`src/rtl/key_debounce_pkg.sv`:
```
// -----------------------------------------------------------------------------
// key_debounce_pkg
// Shared constants and types for the multi-channel key conditioner.
//   CLK_HZ         : system clock frequency (50 MHz board clock)
//   DEBOUNCE_10MS  : 10 ms of clock cycles, default debounce window
//   HOLD_500MS     : 500 ms of clock cycles, a typical hold-to-repeat delay
//   REPEAT_125MS   : 125 ms of clock cycles, a typical repeat period
//   key_evt_t      : per-channel registered outputs {lvl_n, press, rel}
// Optional feature macro used by the design: KEY_DEBOUNCE_REPEAT_EN
// -----------------------------------------------------------------------------
package key_debounce_pkg;

    localparam int CLK_HZ        = 50_000_000;
    localparam int DEBOUNCE_10MS = CLK_HZ / 100;
    localparam int HOLD_500MS    = CLK_HZ / 2;
    localparam int REPEAT_125MS  = CLK_HZ / 8;

    // "release" is a reserved word, so the release pulse field is named rel.
    typedef struct packed {
        logic lvl_n;   // debounced level, 0 = pressed
        logic press;   // one-cycle press (or repeat) pulse
        logic rel;     // one-cycle release pulse
    } key_evt_t;

endpackage : key_debounce_pkg

```
`src/rtl/key_debounce_multi_if.sv`:
```
// -----------------------------------------------------------------------------
// key_debounce_multi_if
// Bundles the key pins and the conditioned key outputs.
//   key_n       : raw asynchronous key inputs, 0 = pressed
//   key_lvl_n   : debounced stable level, 0 = pressed
//   key_press   : one-cycle press pulses (plus repeat pulses when enabled)
//   key_release : one-cycle release pulses
//   key_any     : registered OR of all debounced pressed states
// Modports: master = key source / consumer side, slave = conditioner.
// -----------------------------------------------------------------------------
interface key_debounce_multi_if #(
    parameter int NUM_KEYS = 4
);

    logic [NUM_KEYS-1:0] key_n;
    logic [NUM_KEYS-1:0] key_lvl_n;
    logic [NUM_KEYS-1:0] key_press;
    logic [NUM_KEYS-1:0] key_release;
    logic                key_any;

    modport master (
        output key_n,
        input  key_lvl_n,
        input  key_press,
        input  key_release,
        input  key_any
    );

    modport slave (
        input  key_n,
        output key_lvl_n,
        output key_press,
        output key_release,
        output key_any
    );

endinterface : key_debounce_multi_if

```
`src/rtl/key_debounce_ch.sv`:
```
// -----------------------------------------------------------------------------
// key_debounce_ch
// One key channel: 2-flop synchroniser, symmetric debounce counter, registered
// press/release pulses and, when KEY_DEBOUNCE_REPEAT_EN is defined, a
// hold-to-repeat generator that adds extra press pulses while held.
// Ports:
//   clk50M    : system clock
//   rst_n     : asynchronous active-low reset
//   key_n     : raw asynchronous key input, 0 = pressed
//   evt_q     : registered {lvl_n, press, rel}
//   lvl_n_nxt : next-state debounced level (lets the parent register key_any
//               on the same edge as lvl_n)
// -----------------------------------------------------------------------------
module key_debounce_ch
    import key_debounce_pkg::*;
#(
    parameter int CNT_W           = 20,
    parameter int DEBOUNCE_CYCLES = DEBOUNCE_10MS,
    parameter int HOLD_CYCLES     = 1_000_000,
    parameter int REPEAT_CYCLES   = 250_000
) (
    input  logic     clk50M,
    input  logic     rst_n,
    input  logic     key_n,
    output key_evt_t evt_q,
    output logic     lvl_n_nxt
);

    // Reject configurations whose counters could not reach their terminal count.
    if (DEBOUNCE_CYCLES < 1 || HOLD_CYCLES < 1 || REPEAT_CYCLES < 1 ||
        ((DEBOUNCE_CYCLES - 1) >> CNT_W) != 0 ||
        ((HOLD_CYCLES - 1) >> CNT_W) != 0 ||
        ((REPEAT_CYCLES - 1) >> CNT_W) != 0) begin : g_cfg_err
        $error("key_debounce_ch: cycle parameters must be >= 1 and fit in CNT_W");
    end

    localparam logic [CNT_W-1:0] DEB_LAST = CNT_W'(DEBOUNCE_CYCLES - 1);
    localparam logic [CNT_W-1:0] CNT_ONE  = CNT_W'(1);

    logic             sync1_q;
    logic             sync2_q;
    logic             stable_q;
    logic             stable_d;
    logic [CNT_W-1:0] cnt_q;
    logic [CNT_W-1:0] cnt_d;
    logic             press_q;
    logic             press_d;
    logic             release_q;
    logic             release_d;
    logic             flip_s;
    logic             rpt_s;

    // Debounce: count consecutive disagreements, flip after DEBOUNCE_CYCLES of them.
    always_comb begin
        stable_d = stable_q;
        cnt_d    = cnt_q;
        flip_s   = 1'b0;
        if (sync2_q == stable_q) begin
            cnt_d = '0;
        end else if (cnt_q == DEB_LAST) begin
            stable_d = sync2_q;
            cnt_d    = '0;
            flip_s   = 1'b1;
        end else begin
            cnt_d = cnt_q + CNT_ONE;
        end
    end

`ifdef KEY_DEBOUNCE_REPEAT_EN
    localparam logic [CNT_W-1:0] HOLD_LAST = CNT_W'(HOLD_CYCLES - 1);
    localparam logic [CNT_W-1:0] RPT_LAST  = CNT_W'(REPEAT_CYCLES - 1);

    logic [CNT_W-1:0] rpt_cnt_q;
    logic [CNT_W-1:0] rpt_cnt_d;
    logic             hold_done_q;
    logic             hold_done_d;

    // Repeat timer: HOLD_CYCLES to the first repeat, then REPEAT_CYCLES between repeats.
    always_comb begin
        rpt_cnt_d   = rpt_cnt_q;
        hold_done_d = hold_done_q;
        rpt_s       = 1'b0;
        if (stable_q) begin
            // Released (or on the press edge itself): timer idles at zero.
            rpt_cnt_d   = '0;
            hold_done_d = 1'b0;
        end else if (rpt_cnt_q == (hold_done_q ? RPT_LAST : HOLD_LAST)) begin
            rpt_cnt_d   = '0;
            hold_done_d = 1'b1;
            // A release flipping on this same edge wins over the repeat.
            rpt_s       = ~flip_s;
        end else begin
            rpt_cnt_d = rpt_cnt_q + CNT_ONE;
        end
    end

    // Repeat timer state.
    always_ff @(posedge clk50M or negedge rst_n) begin
        if (!rst_n) begin
            rpt_cnt_q   <= '0;
            hold_done_q <= 1'b0;
        end else begin
            rpt_cnt_q   <= rpt_cnt_d;
            hold_done_q <= hold_done_d;
        end
    end
`else
    assign rpt_s = 1'b0;
`endif

    // Event pulses: a flip to 0 is a press, a flip to 1 is a release.
    always_comb begin
        press_d   = (flip_s & ~sync2_q) | rpt_s;
        release_d = flip_s & sync2_q;
    end

    // Synchroniser, debounce state and registered pulses.
    always_ff @(posedge clk50M or negedge rst_n) begin
        if (!rst_n) begin
            sync1_q   <= 1'b1;
            sync2_q   <= 1'b1;
            stable_q  <= 1'b1;
            cnt_q     <= '0;
            press_q   <= 1'b0;
            release_q <= 1'b0;
        end else begin
            sync1_q   <= key_n;
            sync2_q   <= sync1_q;
            stable_q  <= stable_d;
            cnt_q     <= cnt_d;
            press_q   <= press_d;
            release_q <= release_d;
        end
    end

    assign evt_q.lvl_n = stable_q;
    assign evt_q.press = press_q;
    assign evt_q.rel   = release_q;
    assign lvl_n_nxt   = stable_d;

endmodule : key_debounce_ch

```
`src/rtl/key_debounce_multi.sv`:
```
// -----------------------------------------------------------------------------
// key_debounce_multi
// N-channel push-button conditioner between the active-low board KEY pins and
// the game control FSMs. Each channel is an independent key_debounce_ch.
// Optional hold-to-repeat: define KEY_DEBOUNCE_REPEAT_EN.
// Ports:
//   clk50M : system clock, 50 MHz
//   rst_n  : asynchronous active-low reset
//   kif    : key_debounce_multi_if.slave
//              key_n (in), key_lvl_n / key_press / key_release / key_any (out)
// -----------------------------------------------------------------------------
module key_debounce_multi
    import key_debounce_pkg::*;
#(
    parameter int NUM_KEYS        = 4,
    parameter int CNT_W           = 20,
    parameter int DEBOUNCE_CYCLES = DEBOUNCE_10MS,
    parameter int HOLD_CYCLES     = 1_000_000,
    parameter int REPEAT_CYCLES   = 250_000
) (
    input  logic                 clk50M,
    input  logic                 rst_n,
    key_debounce_multi_if.slave  kif
);

    if (NUM_KEYS < 1 || NUM_KEYS > 16) begin : g_keys_err
        $error("key_debounce_multi: NUM_KEYS must be 1..16");
    end

    key_evt_t            evt_s [NUM_KEYS];
    logic [NUM_KEYS-1:0] lvl_n_s;
    logic [NUM_KEYS-1:0] press_s;
    logic [NUM_KEYS-1:0] release_s;
    logic [NUM_KEYS-1:0] lvl_n_nxt_s;
    logic                key_any_q;
    logic                key_any_d;

    for (genvar i = 0; i < NUM_KEYS; i++) begin : g_ch
        key_debounce_ch #(
            .CNT_W           (CNT_W),
            .DEBOUNCE_CYCLES (DEBOUNCE_CYCLES),
            .HOLD_CYCLES     (HOLD_CYCLES),
            .REPEAT_CYCLES   (REPEAT_CYCLES)
        ) u_ch (
            .clk50M    (clk50M),
            .rst_n     (rst_n),
            .key_n     (kif.key_n[i]),
            .evt_q     (evt_s[i]),
            .lvl_n_nxt (lvl_n_nxt_s[i])
        );

        assign lvl_n_s[i]   = evt_s[i].lvl_n;
        assign press_s[i]   = evt_s[i].press;
        assign release_s[i] = evt_s[i].rel;
    end

    // Any key pressed, taken from next stable state so it moves with key_lvl_n.
    always_comb begin
        key_any_d = ~(&lvl_n_nxt_s);
    end

    // key_any register.
    always_ff @(posedge clk50M or negedge rst_n) begin
        if (!rst_n) begin
            key_any_q <= 1'b0;
        end else begin
            key_any_q <= key_any_d;
        end
    end

    assign kif.key_lvl_n   = lvl_n_s;
    assign kif.key_press   = press_s;
    assign kif.key_release = release_s;
    assign kif.key_any     = key_any_q;

endmodule : key_debounce_multi

```
`src/flat_wrapper.sv`:
```
// flat-port wrapper written by rule: the top's interface ports become plain ports
module key_debounce_multi_flat import key_debounce_pkg::*;
#(
    parameter int NUM_KEYS        = 4,
    parameter int CNT_W           = 20,
    parameter int DEBOUNCE_CYCLES = DEBOUNCE_10MS,
    parameter int HOLD_CYCLES     = 1_000_000,
    parameter int REPEAT_CYCLES   = 250_000
)
  (clk50M, rst_n, kif_key_n, kif_key_lvl_n, kif_key_press, kif_key_release, kif_key_any);
  key_debounce_multi_if #(.NUM_KEYS(NUM_KEYS)) kif_i ();
  input  logic clk50M;
  input  logic rst_n;
  input wire logic [$bits(kif_i.key_n)-1:0] kif_key_n;
  output wire logic [$bits(kif_i.key_lvl_n)-1:0] kif_key_lvl_n;
  output wire logic [$bits(kif_i.key_press)-1:0] kif_key_press;
  output wire logic [$bits(kif_i.key_release)-1:0] kif_key_release;
  output wire logic [$bits(kif_i.key_any)-1:0] kif_key_any;
  assign kif_i.key_n = kif_key_n;
  assign kif_key_lvl_n = kif_i.key_lvl_n;
  assign kif_key_press = kif_i.key_press;
  assign kif_key_release = kif_i.key_release;
  assign kif_key_any = kif_i.key_any;
  key_debounce_multi #(.NUM_KEYS(NUM_KEYS), .CNT_W(CNT_W), .DEBOUNCE_CYCLES(DEBOUNCE_CYCLES), .HOLD_CYCLES(HOLD_CYCLES), .REPEAT_CYCLES(REPEAT_CYCLES)) u_core (.clk50M(clk50M), .rst_n(rst_n), .kif(kif_i));
endmodule
```
`config.mk`:
```
export PLATFORM = sky130hd
export DESIGN_NAME = key_debounce_multi_flat
export DESIGN_NICKNAME = d
export VERILOG_FILES = /design/src/rtl/key_debounce_pkg.sv /design/src/rtl/key_debounce_multi_if.sv /design/src/rtl/key_debounce_ch.sv /design/src/rtl/key_debounce_multi.sv /design/src/flat_wrapper.sv
export SDC_FILE = /design/constraint.sdc
export NUM_CORES = 1
export LEC_CHECK = 0
export BUFFER_PORTS_ARGS = -buffer_cell sky130_fd_sc_hd__buf_2
export CELL_PAD_IN_SITES_DETAIL_PLACEMENT = 0
export CELL_PAD_IN_SITES_GLOBAL_PLACEMENT = 1
export CORE_MARGIN = 5
export CORE_UTILIZATION = 25
export DETAILED_ROUTE_END_ITERATION = 16
export PLACE_DENSITY_LB_ADDON = 0.12
export SYNTH_ARGS = -nofsm -noshare
export SYNTH_HDL_FRONTEND = slang
export SYNTH_SLANG_ARGS = --single-unit
```
`constraint.sdc`:
```
create_clock -name clk50M -period 2.4 [get_ports clk50M]
set_input_delay 0.12 -clock clk50M [delete_from_list [all_inputs] [get_ports clk50M]]
set_output_delay 0.12 -clock clk50M [all_outputs]
set_load 0.05 [all_outputs]
```
==> flow_summary.ini <==
[outcome]
status = finished clean

[finish]
stdcell_count = 692
area_growth_pct = 13.8
nets = 468
final_core_util_pct = 28.9
fillers = 1903
drive_above_1_share_pct = 12.1
diodes = 0
design_area_um2 = 5220

[timing]
finalCriticalPeriod_ns = 1.94
setup_tns_ns = 0
holdWs_ns = 0.258
hold_viol = 0
finalSetupViolations = 0
rsz0062_at_grt = false
worstMarginPinSlew_ns = 0.577
fmax_mhz = 516
slew_headroom_pct = 61.4
drv_slew = 0
min_period_over_period_pct = 80.7
fin_skew_ns = 0.00690

[pwr]
irDropWorstVdd_mv = 0.365
p_leak_nw = 2.24
cellPowerDensity_nw_per_um2 = 621

[clocking]
root_buffer = clkbuf_16
htreeDepth = 3
cts_resized = 0
cts_buffers = 9
cts_tree = built
clock_latency_ns = 0.34
cts_sinks = 101
cts_buffer_depth = 2
clk_pin_slew_worst_paths_ns = 0.07

[yosys]
syn_inst = 439
synth-edff-count = 0
ys_warn_count = 0
netlist_area_um2 = 4580
synth_nets = 449
async_flop_share_pct = 100
synth_ff_type = dfrtp_1
synth_area_per_cell_um2 = 10.4
ys_types = 33
synth-seq-cells = 101
synth-seq-area-share_pct = 55.5

[worst_setup_path]
critPathLaunch = u_core.g_ch[2].u_ch.cnt_q[5]
crit_end = u_core.g_ch[2].u_ch.cnt_q[17]
rr_endpoint = u_core.g_ch[2].u_ch.cnt_q[17]
start_kind = register
cp.required_ns = 2.61
reg2reg_slack_ns = 0.46
path_max_fanout = 19
cp-end-kind = register
path_class = reg -> reg
arrival_ns = 2.15
r2r-start = u_core.g_ch[2].u_ch.cnt_q[5]
r2r_cells = 4

[die]
rows = 49
io_pins = 19
die_w_um = 145
core_area_um2 = 18000
die-area_um2 = 21100
die_h_um = 145
start_util_pct = 25.4

[drt]
vias = 2998
route.detailed.drc = 0
viasPerCell = 4.33
wire_per_inst_um = 13.5
final_antenna_net_count = 0
finalWirelength_um = 9310
drt_iter0_markers = 109
drt_pass1_iterations = 4

[global_routing]
gr-total-overflow = 0
antenna_found_initial = 0
grt_max_degree = 72
grt_pass1_vias = 3151
grt.total_usage_pct = 9.31
grt_pass1_wl_um = 16000

[place]
placed_cells = 671
placed_area_um2 = 4890
port_buffers = 18
dp_hpwl_um = 6100
globalplace.congestion = 0.706

[hold_path]
min_path_type = in -> async

[job]
drv_cap = 0
what timing repair did:
| item | 4_1_cts | 5_1_grt |
|---|---|---|
| endpoints found under the hold margin | 30 | 0 |
| buffers inserted | 0 | 0 |
| hold buffers | 5 | 0 |
placed cells by master, fill, tap and decap left out, drive strengths merged, types with 6 or more instances in the layout:
cell,n
dfrtp,89
and4,7
nor3b,6
inv,6
nand4,22
buf,25
nor4,6
nor2,88
clkbuf,15
nand3,32
xor2,48
xnor2,26
and3,12
nand2,26
dfstp,12
nor3,11
Yosys cell counts, drive strengths merged, types with 7 or more instances:
master  instances  share of area [%]
dfstp          12                6.9
nor3           11                1.2
clkbuf          8               0.66
nand3          32                3.5
dfrtp          89                 49
xnor2          26                5.0
nor2           88                7.2
nand2          26                2.2
buf            14                2.2
xor2           48                9.2
and3           12                1.7
nand4          22                3.1
and4            7                1.3
sequential cells by signal (all words and copies together), names as in the netlist:
name and cells:
u_core.g_ch.u_ch.sync1_q 4, u_core.g_ch.u_ch.sync2_q 4, u_core.g_ch.u_ch.press_q 4, u_core.g_ch.u_ch.cnt_q 80, u_core.g_ch.u_ch.stable_q 4, u_core.g_ch.u_ch.release_q 4
u_core.kif.key_any 1
power breakdown:
group	leakage [nW]	switching [W]	internal, W	total, W
registers	1.35	0.0000228	0.00173	0.00175
clock network	0.134	0.000619	0.000762	0.00138
logic	0.750	0.0000727	0.0000348	0.000107
total	2.24	0.000714	0.00253	0.00324
through the flow:
| stage | total power, W | setup slack (ns) |
|---|---|---|
| 2_1_floorplan | 0.00182 | 0.605 |
| 3_3_place_gp | 0.00189 | 0.492 |
| 3_5_place_dp | 0.00189 | 0.441 |
| 4_1_cts | 0.00333 | 0.436 |
| 5_1_grt | 0.00340 | 0.306 |
| 6_report | 0.00324 | 0.463 |
final cells by class:
class | instances | area [um^2] | area share (%)
Clock inverter | 1 | 5.00 | 0.0959
Sequential cell | 101 | 2540 | 48.7
Clock buffer | 15 | 268 | 5.13
Tap cell | 229 | 287 | 5.49
Multi-Input combinational cell | 310 | 1880 | 36.1
Inverter | 6 | 22.5 | 0.432
Timing Repair Buffer | 30 | 208 | 3.98
critical path, cell delays in order, from the launching register on:
cell and delay, ns:
dfrtp_1 0.43, or4_1 0.53, or3_1 0.41, nand2_2 0.32
nor2_1 0.10
logic make-up (layout without fill, tap and decap cells):
family / after synthesis / after routing / share of synthesized area [%]
DFF: 101 / 101 / 55.5
and+or+nand+nor: 224 / 224 / 24.4
xor gates and xnor gates: 74 / 74 / 14.1
AOI/OAI and AO/OA: 4 / 4 / 0.437
muxes: 4 / 4 / 1.06
buffers and inverters: 28 / 52 / 3.39
adders and majority gates: 4 / 4 / 1.09
routing by layer:
| metal | track usage, % | part of all wire [%] | wire length (um) |
|---|---|---|---|
| met4 | 2.89 | 1.2 | 108 |
| met2 | 14.4 | 45 | 4160 |
| met5 | 0 | 0 | 0 |
| met3 | 3.49 | 3.5 | 329 |
| met1 | 12.1 | 51 | 4720 |
worst min path at each step:
stage / to / slack, ns / cells past startpoint
after global placement: u_core.g_ch[0].u_ch.cnt_q[17] / 0.1 / 1
after detailed placement: u_core.g_ch[0].u_ch.cnt_q[15] / 0.10 / 1
final: u_core.g_ch[0].u_ch.cnt_q[15] / 0.26 / 2
after CTS: u_core.g_ch[0].u_ch.cnt_q[16] / 0.27 / 2
after global routing: u_core.g_ch[0].u_ch.cnt_q[12] / 0.29 / 2
after floorplan: u_core.g_ch[0].u_ch.cnt_q[0] / -0.18 / 0
No activity file was read; power rests on OpenSTA's default activity.
